--- config.mk ---
export PLATFORM = sky130hd
export DESIGN_NAME = md_sequencer
export DESIGN_NICKNAME = d
export VERILOG_FILES = /design/src/rtl/md_pkg.sv /design/src/rtl/md_divider.sv /design/src/rtl/md_sequencer.sv
export SDC_FILE = /design/constraint.sdc
export NUM_CORES = 2
export LEC_CHECK = 0
export CAP_MARGIN = 20
export CORE_ASPECT_RATIO = 0.6
export CORE_UTILIZATION = 55
export CTS_BUF_LIST = sky130_fd_sc_hd__clkbuf_4
export CTS_CLUSTER_SIZE = 25
export DETAILED_ROUTE_END_ITERATION = 8
export HOLD_SLACK_MARGIN = 0.05
export PLACE_DENSITY_LB_ADDON = 0.12
export SYNTH_ARGS = -nofsm -noshare
export SYNTH_HDL_FRONTEND = slang
export SYNTH_HIERARCHICAL = 1
export SYNTH_SLANG_ARGS = --single-unit
--- constraint.sdc ---
create_clock -name clk -period 13.43 [get_ports clk]
set_input_delay 2.0145 -clock clk [delete_from_list [all_inputs] [get_ports clk]]
set_output_delay 2.0145 -clock clk [all_outputs]
set_load 0.05 [all_outputs]
--- src/rtl/md_pkg.sv ---
// Shared constants and enums for the M-extension multiply/divide sequencer.
// Opcode/funct7 identify an M-op; funct3 selects the operation.
package md_pkg;

    localparam logic [6:0] MD_OPCODE = 7'b0110011;
    localparam logic [6:0] MD_FUNCT7 = 7'b0000001;

    typedef enum logic [2:0] {
        OP_MUL    = 3'b000,
        OP_MULH   = 3'b001,
        OP_MULHSU = 3'b010,
        OP_MULHU  = 3'b011,
        OP_DIV    = 3'b100,
        OP_DIVU   = 3'b101,
        OP_REM    = 3'b110,
        OP_REMU   = 3'b111
    } md_op_e;

    typedef enum logic [1:0] {
        ST_IDLE = 2'd0,
        ST_MUL  = 2'd1,
        ST_DIV  = 2'd2,
        ST_DONE = 2'd3
    } md_state_e;

    function automatic logic op_is_div(input md_op_e op);
        return op[2];
    endfunction

    function automatic logic op_is_signed_div(input md_op_e op);
        return (op == OP_DIV) || (op == OP_REM);
    endfunction

    // Only meaningful for divide-class ops.
    function automatic logic op_is_rem(input md_op_e op);
        return op[1];
    endfunction

endpackage

--- src/rtl/md_divider.sv ---
// Iterative radix-2 restoring divider on unsigned magnitudes, one quotient bit per cycle.
// o_done flags the final iteration cycle; o_quotient/o_remainder then carry the finished values.
module md_divider #(
    parameter int XLEN = 32
) (
    input  logic            clk,
    input  logic            rst,
    input  logic            i_start,
    input  logic            i_abort,
    input  logic [XLEN-1:0] i_dividend,
    input  logic [XLEN-1:0] i_divisor,
    output logic            o_done,
    output logic [XLEN-1:0] o_quotient,
    output logic [XLEN-1:0] o_remainder
);

    localparam int CW = $clog2(XLEN + 1);

    logic [CW-1:0]   r_count;
    logic [XLEN-1:0] r_quot;
    logic [XLEN-1:0] r_rem;
    logic [XLEN-1:0] r_divisor;
    logic [XLEN:0]   w_shift;
    logic [XLEN:0]   w_diff;
    logic            w_fits;

    // The dividend shifts out of r_quot MSB-first while quotient bits shift in at the bottom.
    assign w_shift     = {r_rem, r_quot[XLEN-1]};
    assign w_diff      = w_shift - {1'b0, r_divisor};
    assign w_fits      = ~w_diff[XLEN];
    assign o_remainder = w_fits ? w_diff[XLEN-1:0] : w_shift[XLEN-1:0];
    assign o_quotient  = {r_quot[XLEN-2:0], w_fits};
    assign o_done      = (r_count == CW'(1));

    always_ff @(posedge clk) begin
        if (rst) begin
            r_count   <= '0;
            r_quot    <= '0;
            r_rem     <= '0;
            r_divisor <= '0;
        end else if (i_abort) begin
            r_count <= '0;
        end else if (i_start) begin
            r_count   <= CW'(XLEN);
            r_quot    <= i_dividend;
            r_rem     <= '0;
            r_divisor <= i_divisor;
        end else if (r_count != '0) begin
            r_count <= r_count - CW'(1);
            r_quot  <= o_quotient;
            r_rem   <= o_remainder;
        end
    end

endmodule

--- src/rtl/md_sequencer.sv ---
// Multi-cycle M-extension execution unit: pipelined multiply, iterative divide,
// single-cycle special cases, with decode stall and flush handling.
module md_sequencer
    import md_pkg::*;
#(
    parameter int XLEN       = 32,
    parameter int MUL_CYCLES = 2
) (
    input  logic            clk,
    input  logic            rst,
    input  logic            valid_d,
    input  logic [6:0]      opcode,
    input  logic [2:0]      funct3,
    input  logic [6:0]      funct7,
    input  logic [XLEN-1:0] rs1_val,
    input  logic [XLEN-1:0] rs2_val,
    input  logic            flush,
    output logic            stall_d,
    output logic            busy,
    output logic            result_valid,
    output logic [XLEN-1:0] result
);

    localparam logic [XLEN-1:0] MOST_NEG = {1'b1, {(XLEN-1){1'b0}}};
    localparam logic [2:0]      MUL_LOAD = (MUL_CYCLES > 2) ? 3'(MUL_CYCLES - 2) : 3'd0;

    md_state_e       r_state, w_state_next;
    md_op_e          r_op;
    logic [XLEN-1:0] r_op_a, r_op_b, r_result;
    logic [2:0]      r_mul_cnt;
    logic            r_q_neg, r_r_neg;

    md_op_e          w_op;
    logic            w_mop, w_accept, w_is_div, w_signed_div;
    logic            w_a_neg, w_b_neg, w_div_zero, w_div_ovf, w_special;
    logic [XLEN-1:0] w_a_mag, w_b_mag, w_special_val;
    logic            w_div_start, w_div_done, w_load_result;
    logic [XLEN-1:0] w_div_quot, w_div_rem, w_div_final, w_result_next;
    logic [XLEN-1:0] w_mul_now, w_mul_out;

    function automatic logic [XLEN-1:0] mul_calc(input md_op_e op, input logic [XLEN-1:0] a,
                                                  input logic [XLEN-1:0] b);
        logic [XLEN:0]     ea, eb;
        logic [2*XLEN+1:0] p;
        ea = {((op == OP_MULH) || (op == OP_MULHSU)) & a[XLEN-1], a};
        eb = {(op == OP_MULH) & b[XLEN-1], b};
        // Full-width sign extension makes an unsigned multiply yield the signed product bits.
        p  = {{(XLEN+1){ea[XLEN]}}, ea} * {{(XLEN+1){eb[XLEN]}}, eb};
        return (op == OP_MUL) ? p[XLEN-1:0] : p[2*XLEN-1:XLEN];
    endfunction

    assign w_op         = md_op_e'(funct3);
    assign w_mop        = (opcode == MD_OPCODE) && (funct7 == MD_FUNCT7);
    assign w_accept     = valid_d && w_mop && (r_state == ST_IDLE) && !flush;
    assign w_is_div     = op_is_div(w_op);
    assign w_signed_div = op_is_signed_div(w_op);
    assign w_a_neg      = w_signed_div & rs1_val[XLEN-1];
    assign w_b_neg      = w_signed_div & rs2_val[XLEN-1];
    assign w_a_mag      = w_a_neg ? -rs1_val : rs1_val;
    assign w_b_mag      = w_b_neg ? -rs2_val : rs2_val;
    assign w_div_zero   = (rs2_val == '0);
    assign w_div_ovf    = w_signed_div && (rs1_val == MOST_NEG) && (rs2_val == '1);
    assign w_special    = w_is_div && (w_div_zero || w_div_ovf);

    always_comb begin
        w_special_val = rs1_val;
        if (w_div_zero)
            w_special_val = op_is_rem(w_op) ? rs1_val : '1;
        else if (w_div_ovf)
            w_special_val = op_is_rem(w_op) ? '0 : rs1_val;
    end

    md_divider #(.XLEN(XLEN)) u_divider (
        .clk         (clk),
        .rst         (rst),
        .i_start     (w_div_start),
        .i_abort     (flush),
        .i_dividend  (w_a_mag),
        .i_divisor   (w_b_mag),
        .o_done      (w_div_done),
        .o_quotient  (w_div_quot),
        .o_remainder (w_div_rem)
    );

    // Quotient negates when operand signs differ; remainder follows the dividend.
    assign w_div_final = op_is_rem(r_op) ? (r_r_neg ? -w_div_rem : w_div_rem)
                                         : (r_q_neg ? -w_div_quot : w_div_quot);

    assign w_mul_now = mul_calc(r_op, r_op_a, r_op_b);

    generate
        if (MUL_CYCLES <= 2) begin : g_mul_comb
            assign w_mul_out = w_mul_now;
        end else begin : g_mul_pipe
            logic [XLEN-1:0] r_pipe [MUL_CYCLES-2];
            always_ff @(posedge clk) begin
                if (rst) begin
                    for (int i = 0; i < MUL_CYCLES - 2; i++) r_pipe[i] <= '0;
                end else begin
                    r_pipe[0] <= w_mul_now;
                    for (int i = 1; i < MUL_CYCLES - 2; i++) r_pipe[i] <= r_pipe[i-1];
                end
            end
            assign w_mul_out = r_pipe[MUL_CYCLES-3];
        end
    endgenerate

    always_ff @(posedge clk) begin
        if (rst) r_state <= ST_IDLE;
        else     r_state <= w_state_next;
    end

    always_comb begin
        w_state_next  = r_state;
        w_div_start   = 1'b0;
        w_load_result = 1'b0;
        w_result_next = r_result;
        busy          = (r_state != ST_IDLE);
        result_valid  = (r_state == ST_DONE) && !flush && !rst;
        stall_d       = valid_d && w_mop && (r_state != ST_DONE) && !flush && !rst;
        if (flush) begin
            w_state_next = ST_IDLE;
        end else begin
            case (r_state)
                ST_IDLE: begin
                    if (w_accept) begin
                        if (w_special) begin
                            w_state_next  = ST_DONE;
                            w_load_result = 1'b1;
                            w_result_next = w_special_val;
                        end else if (w_is_div) begin
                            w_state_next = ST_DIV;
                            w_div_start  = 1'b1;
                        end else if (MUL_CYCLES == 1) begin
                            w_state_next  = ST_DONE;
                            w_load_result = 1'b1;
                            w_result_next = mul_calc(w_op, rs1_val, rs2_val);
                        end else begin
                            w_state_next = ST_MUL;
                        end
                    end
                end
                ST_MUL: begin
                    if (r_mul_cnt == 3'd0) begin
                        w_state_next  = ST_DONE;
                        w_load_result = 1'b1;
                        w_result_next = w_mul_out;
                    end
                end
                ST_DIV: begin
                    if (w_div_done) begin
                        w_state_next  = ST_DONE;
                        w_load_result = 1'b1;
                        w_result_next = w_div_final;
                    end
                end
                default: w_state_next = ST_IDLE;
            endcase
        end
    end

    always_ff @(posedge clk) begin
        if (rst) begin
            r_op      <= OP_MUL;
            r_op_a    <= '0;
            r_op_b    <= '0;
            r_q_neg   <= 1'b0;
            r_r_neg   <= 1'b0;
            r_mul_cnt <= 3'd0;
            r_result  <= '0;
        end else begin
            if (w_accept) begin
                r_op      <= w_op;
                r_op_a    <= rs1_val;
                r_op_b    <= rs2_val;
                r_q_neg   <= w_a_neg ^ w_b_neg;
                r_r_neg   <= w_a_neg;
                r_mul_cnt <= MUL_LOAD;
            end else if ((r_state == ST_MUL) && (r_mul_cnt != 3'd0)) begin
                r_mul_cnt <= r_mul_cnt - 3'd1;
            end
            if (w_load_result) r_result <= w_result_next;
        end
    end

    assign result = r_result;

endmodule

==> summary.txt <==
number of hold buffers added after cts: 0
clock slew at reported path FFs: 0.09 ns
number of failing hold endpoints at the final stage: 0
Max Root-Sink Buffers: 3
most common flop cell mapped by yosys: sky130_fd_sc_hd__dfxtp_1
maximum vdd drop: 0.656 mV
largest net degree at the start of global routing: 98
proportion of layout cells with a drive suffix above 1: 0.0429
class of the worst hold path: reg -> reg
CTS tree: done
outcome: completed
average wire per cell in the routed design: 23.8 um
post-synthesis register bit count: 208
most frequent cells in the layout: 1240 x sky130_fd_sc_hd__inv_1, 1126 x sky130_fd_sc_hd__fa_1, 1109 x sky130_fd_sc_hd__nand2_1
Slew headroom: 0.156
detailed-route vias per instance: 5.77
standard cell with the maximum stage delay on the critical path: sky130_fd_sc_hd__fa_1
largest fanout on the critical path: 59
global-route usage over all layers: 0.367
number of cells upsized or downsized after cts: 0
number of maximum-capacitance violations: 0
Die Y: 241 um
count of clock tree sinks: 208
cell area after technology mapping: 52400 um^2
initial core utilization: 0.556
num rows: 87
part of the Yosys area used for sequential elements: 0.0795
layout-stage area growth over the synthesis result: 4.85%
mean instance size in the synthesized netlist: 8.54 um^2
number of nets in the layout: 7468
setup repair after global routing missed its margin: no
sum of negative setup slack: 0 ns
commonest non-fill, non-tap cell in the layout: sky130_fd_sc_hd__inv_1
family with the most delay on the worst path: adder cells
Buf/Inv on CP: 9
post-route minimum period: 10.17 ns
library cell used as clock root buffer: sky130_fd_sc_hd__clkbuf_4
area of the core: 94200 um^2
Hold WS: 0.455 ns
slowest cell delay on critical path: 0.83 ns
Worst setup EP type: flip-flop
dpl hpwl: 137 mm
wire length of the first global-routing pass: 264 mm
required time at the worst-slack endpoint: 14.05 ns
number of nets in the synthesized netlist: 7603
Cell variety after synth: 92
Inserted Clock Buffers: 48
CTS H-tree lvls: 2
Vias: 42000
Worst-Margin Slew: 1.27 ns
static leakage: 24.6 nW
initial antenna violation count: 9
Ports: 120
Post-Route Utilization: 0.583
residual overflow from global routing: 0
setup repair bufs after CTS: 0
remaining antenna violation count after routing: 0
worst clock skew: 0.0548 ns
cell count after synthesis: 6135
die area: 96500 um^2
kind of launch point of the worst setup path: flip-flop
clk_lat worst skew: 0.81 ns
DRC marker count from the first detailed-route iteration: 4718
number of enable-type register cells in the synthesized netlist: 0
Synth Warn #: 6
IO buf count: 119
startpoint-to-endpoint class of the critical path: reg -> reg
Die Wd: 400 um
Pwr Density: 117 nW/um^2
Residual DRC: 0
Routed WL: 173 mm
total setup violations reported at the end of the flow: 0
placer congestion estimate: 1.03
Fmax: 0.0983 GHz
final max-slew violation count: 0
fin crit share: 0.758
CP most frequent cell: sky130_fd_sc_hd__fa_1
vias in the first global route: 41600
Crit path arrival time: 10.80 ns
Async S/R FF share, synth: 0
First-pass DRT Iterations: 5
==> state kept, by name (all words and copies together) (netlist names) <==
name,cells
r_op_a,32
r_op_b,32
result,32
u_divider/r_divisor,32
u_divider/r_quot,32
u_divider/r_rem,32
u_divider/r_count,6
r_mul_cnt,3
r_op,3
r_state,2
r_q_neg,1
r_r_neg,1
==> layer usage <==
metal / global-route usage / wire [um] / part of all wire / up-vias
met5: 0 / 27 / 0.00016 / -
met4: 0.0728 / 3770 / 0.022 / 4
met3: 0.120 / 23800 / 0.14 / 173
met2: 0.482 / 65900 / 0.38 / 2407
met1: 0.578 / 79900 / 0.46 / 21100
li1: - / - / - / 18400
==> per-stage QoR <==
| stage | instance area, um^2 | power (mW) | std cells | setup WS [ns] |
|---|---|---|---|---|
| after detailed placement | 54200 | 5.54 | 7194 | 3.37 |
| after CTS | 54800 | 6.15 | 7276 | 3.31 |
| after global placement | 54200 | 5.57 | 7194 | 3.44 |
| after global routing | 54900 | 6.69 | 7281 | 2.62 |
| after floorplan | 52400 | 4.29 | 6135 | 4.91 |
| final | 54900 | 6.44 | 7283 | 3.26 |
==> worst paths after layout <==
check	from	endpoint	slack, ns	cells after the start
worst max-delay path	r_op[1]	result[26]	3.26	31
worst max register to register	r_op[1]	result[26]	3.26	31
worst min register to register	r_op_a[22]	r_op_a[22]	0.45	2
worst min-delay path	r_op_a[22]	r_op_a[22]	0.45	2
==> worst register-to-register path: cells and delay by family, from the launching register on <==
family | cells | cell delay [ns]
AND/OR/NAND/NOR | 7 | 0.75
adder cells (fa/ha/maj) | 9 | 5.02
AO/OA/AOI/OAI | 4 | 1.49
multiplexers | 1 | 0.30
XOR/XNOR | 1 | 0.23
buffers and inverters | 9 | 1.90
flip-flops | 1 | 0.32
==> cells by family (layout without fill, tap and decap cells) <==
family / after synthesis / count (layout) / synth area share
adders and majority gates: 1383 / 1383 / 0.492
xor gates and xnor gates: 220 / 220 / 0.0369
DFF: 208 / 208 / 0.0795
muxes: 68 / 68 / 0.0156
and+or+nand+nor: 1906 / 1906 / 0.167
buffers and inverters: 1633 / 1530 / 0.120
AOI/OAI and AO/OA: 717 / 717 / 0.0890
other: 0 / 5 / 0
==> synth_stat cells (all sizes together), types with 6 or more instances <==
cell | count | share of area
nand2b | 22 | 0.0028
nor3 | 61 | 0.0063
dfxtp | 208 | 0.080
mux2 | 30 | 0.0083
mux2i | 38 | 0.0073
xnor2 | 121 | 0.020
a2111oi | 7 | 0.0012
o21a | 12 | 0.0017
ha | 257 | 0.061
nor2 | 194 | 0.014
and3 | 7 | 0.00084
o31ai | 37 | 0.0053
or2 | 12 | 0.0014
nand3b | 7 | 0.0010
a21o | 54 | 0.0077
o221ai | 10 | 0.0017
inv | 1240 | 0.089
xor2 | 99 | 0.017
o21bai | 18 | 0.0026
a31oi | 14 | 0.0017
or4 | 16 | 0.0025
nor4 | 32 | 0.0041
and2 | 317 | 0.038
a22o | 31 | 0.0052
buf | 51 | 0.0069
a211oi | 45 | 0.0065
nand4 | 29 | 0.0035
o22ai | 6 | 0.00072
nor2b | 16 | 0.0020
o41ai | 19 | 0.0038
nand2 | 1111 | 0.080
fa | 1126 | 0.43
o211ai | 31 | 0.0045
and4 | 6 | 0.0010
a21oi | 254 | 0.025
nor3b | 8 | 0.0011
o21ai | 118 | 0.011
nand3 | 30 | 0.0029
or3 | 22 | 0.0028
a221oi | 15 | 0.0025
clkbuf | 342 | 0.025
==> where the power goes <==
part / internal [mW] / switching, mW / total (mW)
combinational: 1.76 / 3.25 / 5.01
sequential: 0.708 / 0.128 / 0.836
clock: 0.270 / 0.327 / 0.598
total: 2.74 / 3.70 / 6.44
==> area by class of cell <==
type | count | area [um^2]
Multi-Input combinational cell | 4294 | 42000
Clock buffer | 68 | 510
Tap cell | 1246 | 1560
Antenna cell | 5 | 12.5
Sequential cell | 208 | 4180
Inverter | 1240 | 4650
Clock inverter | 14 | 110
Timing Repair Buffer | 208 | 1890
Fill cell | 8674 | 39300
Note: power is estimated with default switching activity, not from simulation.
